==> config.mk <==
export PLATFORM = sky130hd
export DESIGN_NAME = cdb_arbiter
export DESIGN_NICKNAME = d
export VERILOG_FILES = /design/src/rtl/cdb_arbiter_pkg.sv /design/src/rtl/cdb_arbiter_rr_priority_picker.sv /design/src/rtl/cdb_arbiter.sv
export SDC_FILE = /design/constraint.sdc
export NUM_CORES = 1
export LEC_CHECK = 0
export ABC_AREA = 1
export ABC_CLOCK_PERIOD_IN_PS = 2900
export BUFFER_PORTS_ARGS = -buffer_cell sky130_fd_sc_hd__clkbuf_2
export CAP_MARGIN = 10
export CORE_MARGIN = 2
export CORE_UTILIZATION = 46
export DETAILED_ROUTE_END_ITERATION = 10
export PLACE_DENSITY = 0.78
export SYNTH_ARGS = -nofsm -noshare
export SYNTH_HDL_FRONTEND = slang
export SYNTH_SLANG_ARGS = --single-unit
==> constraint.sdc <==
create_clock -name clk -period 2.9 [get_ports clk]
set_input_delay 0.145 -clock clk [delete_from_list [all_inputs] [get_ports clk]]
set_output_delay 0.145 -clock clk [all_outputs]
set_load 0.1 [all_outputs]
==> src/rtl/cdb_arbiter_pkg.sv <==
// Shared CDB definitions: bus widths, tag encoding (tag = producer index), index sizing.
package cdb_arbiter_pkg;

  localparam int CDB_DATA_WIDTH     = 4;
  localparam int CDB_TAG_WIDTH      = 4;
  localparam int CDB_NUM_PRODUCERS  = 4;

  // Bits needed to hold a producer index; at least one so single-producer builds still elaborate.
  function automatic int idx_width(input int n);
    return (n > 1) ? $clog2(n) : 1;
  endfunction

  // Listeners match on this encoding, so keep it the one place a tag is formed.
  function automatic int unsigned tag_of(input int unsigned producer_idx);
    return producer_idx;
  endfunction

endpackage

==> src/rtl/cdb_arbiter_rr_priority_picker.sv <==
// Purely combinational round-robin picker: first request at or after ptr wins.
module rr_priority_picker #(
  parameter int N  = 4,
  parameter int PW = 2
) (
  input  logic [N-1:0]  req,
  input  logic [PW-1:0] ptr,
  input  logic          en,
  output logic [N-1:0]  grant,
  output logic [PW-1:0] winner,
  output logic          any
);

  logic          found;
  logic [PW-1:0] idx;

  // Walk offsets from farthest to nearest so the nearest active request overwrites the rest.
  always_comb begin
    found  = 1'b0;
    winner = '0;
    idx    = '0;
    for (int k = N - 1; k >= 0; k--) begin
      idx = PW'((int'(ptr) + k) % N);
      if (req[idx]) begin
        found  = 1'b1;
        winner = idx;
      end
    end
    any   = en & found;
    grant = '0;
    if (any) grant[winner] = 1'b1;
  end

endmodule

==> src/rtl/cdb_arbiter.sv <==
// CDB arbiter: round-robin accept among producers, registered broadcast one cycle later.
// Holds the rotating pointer, the output registers and the result mux.
module cdb_arbiter
  import cdb_arbiter_pkg::*;
#(
  parameter int DATA_WIDTH    = CDB_DATA_WIDTH,
  parameter int CDB_TAG_WIDTH = cdb_arbiter_pkg::CDB_TAG_WIDTH,
  parameter int NUM_PRODUCERS = CDB_NUM_PRODUCERS
) (
  input  logic                            clk,
  input  logic                            rst_n,
  input  logic [NUM_PRODUCERS-1:0]        req_valid,
  input  logic [NUM_PRODUCERS*DATA_WIDTH-1:0] req_data,
  output logic [NUM_PRODUCERS-1:0]        req_accepted,
  input  logic                            grant_en,
  output logic                            cdb_valid,
  output logic [CDB_TAG_WIDTH-1:0]        cdb_tag,
  output logic [DATA_WIDTH-1:0]           cdb_data
);

  localparam int PW = idx_width(NUM_PRODUCERS);

  logic [PW-1:0]            ptr;
  logic [PW-1:0]            ptr_next;
  logic [PW-1:0]            winner;
  logic                     any_grant;
  logic [NUM_PRODUCERS-1:0] grant;
  logic [DATA_WIDTH-1:0]    sel_data;

  // Gating with rst_n keeps accepts low for the whole reset, not just after the first edge.
  rr_priority_picker #(
    .N  (NUM_PRODUCERS),
    .PW (PW)
  ) u_picker (
    .req    (req_valid),
    .ptr    (ptr),
    .en     (grant_en & rst_n),
    .grant  (grant),
    .winner (winner),
    .any    (any_grant)
  );

  assign req_accepted = grant;

  always_comb begin
    sel_data = '0;
    for (int i = 0; i < NUM_PRODUCERS; i++) begin
      if (winner == PW'(i)) sel_data = req_data[i*DATA_WIDTH +: DATA_WIDTH];
    end
  end

  assign ptr_next = (winner == PW'(NUM_PRODUCERS - 1)) ? '0 : winner + 1'b1;

  always_ff @(posedge clk or negedge rst_n) begin
    if (!rst_n) begin
      ptr       <= '0;
      cdb_valid <= 1'b0;
      cdb_tag   <= '0;
      cdb_data  <= '0;
    end else if (any_grant) begin
      ptr       <= ptr_next;
      cdb_valid <= 1'b1;
      cdb_tag   <= CDB_TAG_WIDTH'(tag_of(32'(winner)));
      cdb_data  <= sel_data;
    end else begin
      cdb_valid <= 1'b0;
    end
  end

endmodule

Yosys cells after proc, flatten, opt, wreduce, memory -nomap -nowiden --
Cells that the tools add are included.
Cells by class: bitwise logic cells 2, add/sub/neg operators 4, eq/ne operators 3, reductions and logical operators 2, mux-type cells 25, magnitude comparators 6
Operator list (number):
- 4-bit two-way mux | 5
- 2-bit by 3-bit less-than comparator with 1-bit output, second input constant | 5
- 1-bit two-way mux | 10
- 2-bit two-way mux | 5
- 1-bit binary-select mux with 2-bit select | 4
- 2-bit by 1-bit adder with 2-bit output, second input constant | 2
- 2-bit adder, second input constant | 2
- 2-bit == test, second input constant | 2
- 1-bit AND | 2
- 1-bit demux with 2-bit select | 1
- 2-bit by 1-bit == test with 1-bit output, second input constant | 1
- 2-bit by 1-bit greater-or-equal comparator with 1-bit output, second input constant | 1
- 2-bit zero test | 1
- 1-bit logical AND | 1
Word-level totals: word-level logic and storage cells 46, input bits 23, output and inout port bits 13, flip-flop bits (word level) 9

Logic depth before layout (Yosys ltp) --
Gate-level depths: netlist of the first run.
depth after elaboration 12, depth in mapped cells 18, gate-level depth less buffers 17

Cells and area by module --
A second synthesis of the first run with hierarchy kept.
Second synthesis, totals: cell total of the unflattened synthesis 129, area, all modules 827.0 sq um
By module, submodules not included:
- cdb_arbiter | area each 555.5 sq um, instances 1, seq. area each 225.2 sq um, cells each 76
- rr_priority_picker | area each 271.5 sq um, instances 1, seq. area each 0.0 sq um, cells each 53

Least setup slack after synthesis of the first run --
OpenSTA, ideal clock, no wires.
path kind register to output, from register ptr[0], to output req_accepted[3], data required time 2.755 ns, buffers on the path 2, setup slack -0.049 ns, arrival time 2.804 ns, stages on the path, launching flop included 15, path through dfrtp_1 -> buf_6 -> inv_6 -> nand2_1 -> nand3_1 -> nand2_1 -> nand3_1 -> nand2_1 -> nand2_1 -> nand2_1 -> inv_1 -> ha_1 -> buf_1 -> inv_1 -> nor2_1
Between the ends: word-level cells in the longest chain between the ends 12, elaborated cells on any way between the ends 26, classes of those cells add/sub: 3; order compare: 2; mux: 19; bitwise: 1; reduce/logical: 1
Ends and longest elaborated chain:
- from (decl) | RTL line cdb_arbiter.sv:23 | logic [PW-1:0] ptr;
- from (signal assigned) | RTL line cdb_arbiter.sv:61 | ptr <= ptr_next;
- 2-bit adder | RTL line cdb_arbiter_rr_priority_picker.sv:23 | idx = PW'((int'(ptr) + k) % N);
- 1-bit binary-select mux with 2-bit select | RTL line cdb_arbiter_rr_priority_picker.sv:24 | if (req[idx]) begin
- 1-bit two-way mux (not written as such) | RTL line cdb_arbiter_rr_priority_picker.sv:24
- 2-bit two-way mux (3 in a row) | RTL line cdb_arbiter_rr_priority_picker.sv:24
- 2-bit two-way mux * | RTL line cdb_arbiter_rr_priority_picker.sv:24
- net u_picker.winner[0] | RTL line cdb_arbiter_rr_priority_picker.sv:10 | output logic [PW-1:0] winner,
- 2-bit by 3-bit less-than comparator with 1-bit output (not written as such) or 2-bit by 1-bit greater-or-equal comparator with 1-bit output (tied branches) | RTL line cdb_arbiter_rr_priority_picker.sv:31 | if (any) grant[winner] = 1'b1;
- 1-bit logical AND (not written as such) | RTL line cdb_arbiter_rr_priority_picker.sv:31
- 1-bit two-way mux (not written as such) | RTL line cdb_arbiter_rr_priority_picker.sv:31
- 1-bit demux with 2-bit select *
- 4-bit two-way mux * | RTL line cdb_arbiter_rr_priority_picker.sv:31
- to (decl) | RTL line cdb_arbiter.sv:14 | output logic [NUM_PRODUCERS-1:0] req_accepted,
Mark *: on every way through the listed nets, which the timed path passes. The rest lies on a longest branch. The select of a mux whose other input is x is not followed.

Worst setup path after layout of the first run --
Ends and elaborated chain as after synthesis.

==> results.md, run 1 <==
* Num CTS Buffers at 3
* Layout area overhead at 23.8%
* Starting Density at between 40% and 50%
* Status: complete, no violations
* Post-Synthesis Cells at 130
* Fin crit period at 2.71 ns
* Place WS at 0.516 ns
* Fillers at about 180
* Avg WL per Cell at between 9 and 10 um
* Antenna cells at 0
* Initial DRC count at 17
* CP Cell Sequence: inv_6 > nand2_1 > nand2_1 > nand2_1 > nand3_2 > nor2_1 > o21ai_1 > ha_1 > inv_1 > nor2_2 > clkbuf_2
* First-pass GRT wire length at between 3000 and 4000 um
* Most frequent CP cell: nand2_1
* Port Buffer Count at 33
* Max FO, Critical Path at 9
* Largest net degree at the start of global routing at 12
* Mapped Avg Cell Area at about 6.4 um2
* Clock Latency Late Sink at 0.27 ns
* Max incr delay on CP at approximately 0.49 ns
* CTS H-tree lvls at 1
* Crit share post-route at slightly above 90%
* Buf+Inv Stages, Crit Path at 3
* Layout cell share with drive strength beyond 1 at roughly a third
* Clock Pin Slew Worst Setup and Hold Paths at approximately 0.070 ns
* Via-per-instance ratio at 4.65
* Core Util, Final at between 60 and 70%
* Max Cap Viol at 0
* Final Hold Fails at 0
* Pre-antenna DRT Iters at 5
* CP arrival at 2.57 ns
* Initial antenna violation count at 0
* Max Slew Vio Count at 0
* CP max stage cell: dfrtp_1
* R2r startpoint: ptr[0]$_DFFE_PN0N_
* DR vias at around 880
* Seq cells post-synth at 9
* CTS tree: done
* Kind of cell adding the most delay to the critical path: buffers and inverters
* Vias in the first global route at 760
* DRC Markers at 0
* Core area at approximately 1700 um2
* Crit path kind: reg -> out
* Setup crit end kind: output pin
* Quantity of gates resized following cts at 0
* Synth warn at 0
* Crit path launch: ptr[0]$_DFFE_PN0N_
* Io pins at 36
* Clk buf depth at 2
* Final HPWL DP at 1500 um
* Die area at around 2200 um2
* Finish-stage setup viols at 0
* GRT Overall Usage at 19.4%
* Row count at 15
* Count of different cell masters after synthesis at 19
* Max Fclk at approximately 370 MHz
* Fin Setup TNS at 0 ns
* Critical Path RT at around 2.8 ns
* Clock sink count at 9
* RSZ-0062 raised after global routing: false
* WL final at between 1500 and 2000 um
* Hold_sp: req_data[15]
* Final WS setup at between 0.15 and 0.2 ns
* Post-DRT Antenna Nets at 0
* Post-Syn Area at roughly 830 um2
* Worst hold path type: in -> reg
* Seq/Total Area, Yosys at between 20% and 30%
* Worst slew pin tran at approximately 0.55 ns
* Root Driver: clkbuf_4
* R2r setup slk at 0.49 ns
* Die Y at about 46 um
* Grt total ovfl at 0
* Slew HR at a little under two thirds
* Die W at approximately 46 um
* Gp weighted congestion at around 0.80
* Setup crit start kind: flip-flop
* Final #Nets at roughly 190
* Final Skew at 0.00911 ns
==> cells in the mapped netlist <==
cell type  instances  area share [%]
a21oi_1            4             2.4
a21oi_4            1             2.0
buf_1              1            0.45
buf_4              2             1.8
buf_6              2             2.7
conb_1             1            0.45
dfrtp_1            9              27
ha_1               4             6.0
inv_1             12             5.4
inv_2              2            0.91
inv_6              1             1.1
nand2_1           53              24
nand2_2            7             5.3
nand3_1           10             6.0
nand3_2            3             3.6
nor2_1             6             2.7
nor2_4             1             1.4
o21ai_0           10             6.0
o21ai_1            1            0.60
==> path summary, 6_finish.rpt <==
check,cells past startpoint,end
max,11,req_accepted[3]
min,5,cdb_data[3]$_DFFE_PN0N_
max reg2reg,16,cdb_data[0]$_DFFE_PN0N_
min reg2reg,2,cdb_data[3]$_DFFE_PN0N_
max in group asynchronous,2,cdb_data[3]$_DFFE_PN0N_
min in group asynchronous,2,cdb_tag[1]$_DFFE_PN0N_
==> state kept, by name, summed over array words and instances (netlist names) <==
register / cells
ptr: 2
cdb_tag: 2
cdb_valid: 1
cdb_data: 4
==> layout make-up <==
class                      instances  area, um2  area share [%]
tap                               25       31.3            3.05
multi-input combinational        102        508            49.5
clock buffer                       4       26.3            2.56
timing repair buffer              34        175            17.1
inverter                          15       61.3            5.97
sequential                         9        225            21.9
==> per-layer routing <==
layer	global-route usage, %	wire length, um	vias up
li1	-	-	469
met1	24.8	838	374
met2	33.1	902	32
met3	2.35	110	3
met4	6.86	13	0
met5	0	0	-
==> worst min-delay path: cells and delay by family <==
kind                   cells  cell delay (ns)
AND/OR/NAND/NOR            3             0.15
buffers and inverters      1             0.07
AO/OA/AOI/OAI              1             0.06
==> what timing repair did <==
item                                   in CTS  in global routing
endpoints found under the hold margin       9                  0
setup buffers                               0                  0
hold buffers                                1                  0
==> cells by family after synthesis <==
family / count (synthesis) / share of synthesized area (%)
fa+ha+maj: 4 / 6.03
simple gates: 80 / 43.0
flops: 9 / 27.1
other cells: 1 / 0.452
compound gates: 16 / 11.0
buf+inv: 20 / 12.4
==> per-stage QoR <==
| step | cells | hold WS (ns) | cell area, um2 |
|---|---|---|---|
| 2_1_floorplan | 131 | -0.151 | 836 |
| 3_3_place_gp | 184 | 0.0280 | 991 |
| 3_5_place_dp | 184 | 0.0351 | 991 |
| 4_1_cts | 189 | 0.197 | 1030 |
| 5_1_grt | 189 | 0.223 | 1030 |
| 6_report | 189 | 0.202 | 1030 |
==> cells in the final DEF (no fill, tap or decap) <==
cell type      Yosys  routed
nand2_1           53      53
clkbuf_2           0      33
inv_1             12      12
nand3_1           10      10
o21ai_0           10      10
dfrtp_1            9       9
nand2_2            7       7
nor2_1             6       5
a21oi_1            4       4
ha_1               4       4
nand3_2            3       3
clkbuf_4           0       3
inv_2              2       2
conb_1             1       2
inv_6              1       1
o21ai_1            1       1
nor2_4             1       1
a21oi_4            1       1
nor2_2             0       1
clkbuf_1           0       1
dlygate4sd3_1      0       1
Power of run 1 is left out: the tool's default activity adds up to more than one toggle a clock period on the data nets, which glitch-free logic cannot reach.
==> inputs of run 2 (changes only) <==
Settings changed: ABC_AREA 1 to default, CORE_UTILIZATION 46 to 42, PLACE_DENSITY 0.78 to 0.76, TNS_END_PERCENT from default to 5.
==> results.md, run 2 <==
* CP max stage cell: clkbuf_2
* Seq/Total Area, Yosys at around a third
* # hold bufs at CTS at 1
* Post-CTS setup buffer count at 0
* Avg WL per Cell at about 11 um
* Post-DRT Antenna Nets at 0
* Commonest non-fill, non-tap cell in the layout: clkbuf_2
* Final HPWL DP at about 1100 um
* Root Driver: clkbuf_4
* Critical Path RT at between 2 and 3 ns
* Reg2Reg Depth at 9
* Max Fclk at around 420 MHz
* WL final at roughly 1300 um
* CP arrival at between 2 and 2.5 ns
* Post-synth top cells: 9 x dfrtp_1, 8 x inv_1, 5 x nand2_1, 5 x nor2_1
* WHS Endpoint: cdb_data[0]$_DFFE_PN0N_
* Core area at approximately 1500 um2
* Via-per-instance ratio at 4.91
* Clock Latency Late Sink at roughly 0.26 ns
* Largest register FFs at 4
* CP Cell Sequence: nand2_1 > and3_1 > o32a_1 > inv_1 > ha_1 > and2_1 > clkbuf_2
* Post-synth EDFFs at 0
* Finish-stage setup viols at 0
* Multi-input gate area at approximately 350 um2
* Pleak at 0.453 nW
* Seq cells post-synth at 9
* Layout cell share with drive strength beyond 1 at a little under two fifths
* GRT Overall Usage at between 10 and 15%
* Final #Nets at approximately 130
* Max incr delay on CP at 0.46 ns
* Fillers at 152
* Clk buf depth at 2
* Num CTS Buffers at 3
* DRT met1 WL at 631 um
* Internal at between 0.4 and 0.5 mW
* Crit share post-route at ~83%
* Die area at around 1900 um2
* Setup crit end kind: output pin
* Met2 wire length at roughly 630 um
* Post-Synthesis Cells at about 70
* Final Hold Fails at 0
* Count of different cell masters after synthesis at 26
* Peak VDD IR at approximately 0.00047 V
* Mapped Avg Cell Area at 9.11 um2
* Wire length on met3 at ~73 um
* R2r setup slk at 0.62 ns
* Slew HR at between 50% and 60%
* Synth area leaders: dfrtp_1 35%, ha_1 7.7%, mux2_4 7.0%
* Place WS at around 0.67 ns
* Worst R2R End: cdb_data[1]$_DFFE_PN0N_
* Fin crit period at roughly 2.4 ns
* Max FO, Critical Path at 7
* Storage cell area at 225 um2
* Post-Syn Area at roughly 650 um2
* Psw at 0.587 mW
* Worst hold path type: in -> reg
* Max Slew Vio Count at 0
* Status: complete, no violations
* CTS tree: done
* First-pass GRT wire length at approximately 2000 um
* Clock share of power at under 10%
* Die Y at roughly 43 um
* Leading area contributor after synthesis: dfrtp_1
* Worst slew pin tran at approximately 0.61 ns
* DRC Markers at 0
* Pwr Density at ~1200 nW/um2
* Hold depth at 3
* Fin Setup TNS at 0 ns
* Final Skew at 0.00527 ns
* Max Cap Viol at 0
* Layout area overhead at 27.9%
* Vias in the first global route at 495
* Synth warn at 0
* Io pins at 36
* R2r startpoint: ptr[0]$_DFFE_PN0N_
* Clock sink count at 9
* Setup crit start kind: flip-flop
* Sw frac at between 50 and 60%
* Most frequent cells in the layout: 33 x clkbuf_2, 9 x dfrtp_1, 8 x inv_1
* DR vias at ~590
* Prevailing post-synth register cell: dfrtp_1
* Quantity of gates resized following cts at 0
* Crit path kind: reg -> out
* Clock Pin Slew Worst Setup and Hold Paths at about 0.060 ns
* Area share of the largest cell type after synthesis at 34.8%
* Largest net degree at the start of global routing at 18
* Port Buffer Count at 33
* Most frequent cell after synthesis: dfrtp_1
* Initial DRC count at 7
* Combinational power share at 68.7%
* RSZ-0062 raised after global routing: false
* Antenna cells at 0
* Post-synth ARST share at 100%
* Row count at 14
* Hold_sp: req_data[12]
* Final WS setup at about 0.50 ns
* Gp weighted congestion at about 0.76
* CTS H-tree lvls at 1
* Initial antenna violation count at 0
* Share of power burned in registers at about 22%
* Pre-antenna DRT Iters at 4
* Max layer used: met4
* Top Registers: cdb_data (4), cdb_tag (2), ptr (2)
* Starting Density at 44.0%
* Die W at roughly 43 um
* Reg with most FFs: cdb_data
* Grt total ovfl at 0
[run 2: cell types whose count changed in the layout (fill, tap and decap cells not counted), sizes merged, moves of 4 or more]
cell,previous run,this run
and2,0,4
o21ai,11,2
inv,15,8
nand2,60,5
nand3,13,0
[run 2: cells by family (layout without fill, tap and decap cells)]
group	Yosys count	count (layout)	synth area share, %
AND/OR/NAND/NOR	20	20	15.7
AO/OA/AOI/OAI	19	19	21.1
buffers and inverters	14	46	11.6
flip-flops	9	9	34.8
adder cells (fa/ha/maj)	4	4	7.74
multiplexers	4	4	8.51
other	1	2	0.580
[run 2: cell type report]
class,count,area share [%]
Multi-Input combinational cell,49,42.4
Clock buffer,4,3.18
Timing Repair Buffer,34,21.2
Sequential cell,9,27.2
Inverter,8,3.63
Tap cell,16,2.42
[run 2: critical path: cells and delay by family, from the launching register on]
family | cells | cell delay, ns
buffers and inverters | 2 | 0.56
AND/OR/NAND/NOR | 3 | 0.40
flip-flops | 1 | 0.42
adder cells (fa/ha/maj) | 1 | 0.26
AO/OA/AOI/OAI | 1 | 0.35
[run 2: worst max path at each step]
stage                       start                       to  slack [ns]  depth (start not counted)
5_1_grt        ptr[0]$_DFFE_PN0N_          req_accepted[2]        0.36                          6
6_report       ptr[1]$_DFFE_PN0N_          req_accepted[1]        0.50                          7
4_1_cts        ptr[1]$_DFFE_PN0N_          req_accepted[1]        0.51                          7
3_3_place_gp   ptr[0]$_DFFE_PN0N_  cdb_data[3]$_DFFE_PN0N_        0.80                          9
3_5_place_dp   ptr[0]$_DFFE_PN0N_  cdb_data[0]$_DFFE_PN0N_        0.67                          9
2_1_floorplan  ptr[0]$_DFFE_PN0N_          req_accepted[2]        0.68                          6
[run 2: metrics by stage]
stage               cell area, um2  util (%)  hold WS, ns  std cells  total power [mW]
floorplan                      651         -       -0.151         72             0.782
global placement               791      53.7       0.0189        115             0.885
detailed placement             791      53.7       0.0195        115             0.894
CTS                            827      56.2        0.126        120             0.993
global route                   827      56.2        0.130        120              1.04
finish                         827      56.2        0.124        120             0.989
[run 2: power groups by stage]
stage                     logic (mW)  clock network, mW  registers [mW]
after CTS                      0.681             0.0971           0.215
after floorplan                0.285                  0           0.497
final                          0.680             0.0948           0.214
after global placement         0.671                  0           0.214
after detailed placement       0.677                  0           0.218
after global routing           0.714              0.107           0.223
[run 2: routing by layer]
| metal | vias up | track usage, % |
|---|---|---|
| li1 | 308 | - |
| met1 | 256 | 19.1 |
| met2 | 23 | 23.9 |
| met3 | 2 | 3.83 |
| met4 | 0 | 5.45 |
| met5 | - | 0 |
Note: power is estimated with default switching activity, not from simulation.
==> inputs of run 3 (changes only) <==
Settings changed: ABC_CLOCK_PERIOD_IN_PS 2900 to 2100, CORE_UTILIZATION 42 to 38, PLACE_DENSITY 0.76 to 0.73.
Clock period 2.9 ns to 2.1 ns, I/O delays scaled along.
==> results.md, run 3 (synthesized netlist as in run 2, its figures left out) <==
* Status: complete, no violations
* Wire length on met3 at 102 um
* Root Driver: clkbuf_4
* Final #Nets at 139
* Final instance area at ~1000 um2
* CP arrival at 1.96 ns
* Die area at 2050 um2
* DRC Markers at 0
* Max incr delay on CP at roughly 0.39 ns
* Commonest non-fill, non-tap cell in the layout: clkbuf_2
* CP Cell Sequence: nand2_1 > and3_1 > o32a_1 > buf_4 > ha_4 > and2_2 > buf_12
* Slew HR at between 50% and 60%
* Largest register FFs at 4
* Clock sink count at 9
* Setup crit start kind: flip-flop
* Layout Cells excl Fill at roughly 130
* Met2 wire length at between 700 and 800 um
* Max Slew Vio Count at 0
* Vias in the first global route at just over 600
* Pre-antenna DRT Iters at 4
* Die W at between 40 and 50 um
* First-pass GRT wire length at between 2000 and 3000 um
* Max Cap Viol at 0
* CP max stage cell: dfrtp_2
* Max Fclk at between 400 and 500 MHz
* Gp weighted congestion at slightly above 0.8
* Final HPWL DP at roughly 1200 um
* Max FO, Critical Path at 9
* Clk buf depth at 2
* Pleak at 0.509 nW
* Dpl cells at about 120
* Reg with most FFs: cdb_data
* Final Skew at slightly above 0.01 ns
* Die Y at approximately 45 um
* Fin crit period at approximately 2.1 ns
* Overall Power at approximately 1.6 mW
* Pwr Density at around 1600 nW/um2
* Fillers at roughly 120
* Core area at between 1500 and 2000 um2
* Post-DP Area at between 800 and 900 um2
* Buf+Inv Stages, Crit Path at 2
* Crit path kind: reg -> out
* Most frequent cells in the layout: 29 x clkbuf_2, 8 x dfrtp_1, 6 x inv_1, 6 x buf_4
* Worst hold path type: in -> reg
* Io pins at 36
* DR vias at about 630
* GRT Overall Usage at a little under a fifth
* Finish-stage setup viols at 0
* Crit share post-route at between 90 and 100%
* Max layer used: met4
* Top Registers: cdb_data (4), cdb_tag (2), ptr (2)
* RSZ-0062 raised after global routing: true
* WL final at between 1500 and 2000 um
* Initial DRC count at 8
* Worst slew pin tran at just under 0.7 ns
* DRT met1 WL at about 790 um
* Layout area overhead at 57.3%
* Layout cell share with drive strength beyond 1 at a little over half
* Num CTS Buffers at 3
* Peak VDD IR at between 0.0007 and 0.0008 V
* Clock Latency Late Sink at roughly 0.26 ns
* Avg WL per Cell at about 13 um
* Grt total ovfl at 0
* Antenna cells at 0
* Port Buffer Count at 33
* Starting Density at between 40% and 50%
* Row count at 14
* Via-per-instance ratio at about 5
* Critical Path RT at approximately 2.0 ns
* Largest net degree at the start of global routing at 18
* Clock Pin Slew Worst Setup and Hold Paths at ~0.070 ns
* Initial antenna violation count at 0
* Post-DRT Antenna Nets at 0
* Fin Setup TNS at 0 ns
* CTS H-tree lvls at 1
* Setup crit end kind: output pin
* Final Hold Fails at 0
* CTS tree: done
* Kind of cell adding the most delay to the critical path: simple AND/OR/NAND/NOR gates
[run 3: cell count changes in the layout (fill, tap and decap cells not counted), moves of 2 or more]
cell	change
inv_1	-2
ha_1	-4
ha_4	+4
buf_12	+4
inv_2	+2
clkbuf_2	-4
nor2b_2	+2
and2_1	-2
nor2b_1	-3
buf_4	+6
[run 3: path summary, 6_finish.rpt]
check                                  startpoint                      end  slack, ns  cells after the start
setup / recovery               ptr[1]$_DFFE_PN0N_          req_accepted[2]       0.03                      7
hold / removal                       req_data[12]  cdb_data[0]$_DFFE_PN0N_       0.08                      3
setup reg to reg               ptr[0]$_DFFE_PN0N_  cdb_data[2]$_DFFE_PN0N_       0.08                     11
hold reg to reg            cdb_tag[1]$_DFFE_PN0N_   cdb_tag[1]$_DFFE_PN0N_       0.52                      1
max in group asynchronous                   rst_n       ptr[1]$_DFFE_PN0N_       1.47                      2
min in group asynchronous                   rst_n   cdb_tag[0]$_DFFE_PN0N_       0.31                      2
[run 3: worst register-to-register path, delay by kind of cell, from the launching register on]
family                   cells  cell delay (ns)
AND/OR/NAND/NOR              1             0.14
adder cells (fa/ha/maj)      1             0.18
AO/OA/AOI/OAI                6             0.74
flip-flops                   1             0.41
buffers and inverters        3             0.38
[run 3: layout make-up]
class / count / area (um2) / share of cell area [%]
multi-input combinational: 49 / 423 / 41.6
timing repair buffer: 41 / 292 / 28.7
sequential: 9 / 226 / 22.3
inverter: 8 / 30.0 / 2.95
clock buffer: 4 / 26.3 / 2.58
tap: 16 / 20.0 / 1.97
[run 3: metrics by stage]
stage / setup WS [ns] / hold WS [ns] / utilization, %
finish: 0.0315 / 0.0848 / 65.2
global route: -0.0323 / 0.0932 / 65.2
CTS: 0.00819 / 0.0858 / 59.7
detailed placement: -0.0877 / -0.0195 / 56.1
global placement: 0.0614 / -0.0212 / 56.1
floorplan: 0.00795 / -0.191 / -
[run 3: per-layer routing]
layer	vias up	track usage (%)
met5	-	0
met4	0	8.82
met3	2	3.60
met2	28	27.4
met1	284	24.1
li1	320	-
[run 3: timing repair]
item | in CTS | in global routing
setup buffers | 1 | 3
endpoints found under the hold margin | 9 | 0
hold buffers | 1 | 0
resized for setup | 5 | 13
pin swaps | 1 | 3
setup endpoints to repair | 7 | 8
[run 3: report_power, final]
group	internal, mW	total, mW	switching [mW]	leakage [nW]
registers	0.249	0.304	0.0548	0.104
logic	0.398	1.19	0.787	0.390
clock network	0.0730	0.133	0.0596	0.0150
total	0.721	1.62	0.901	0.509
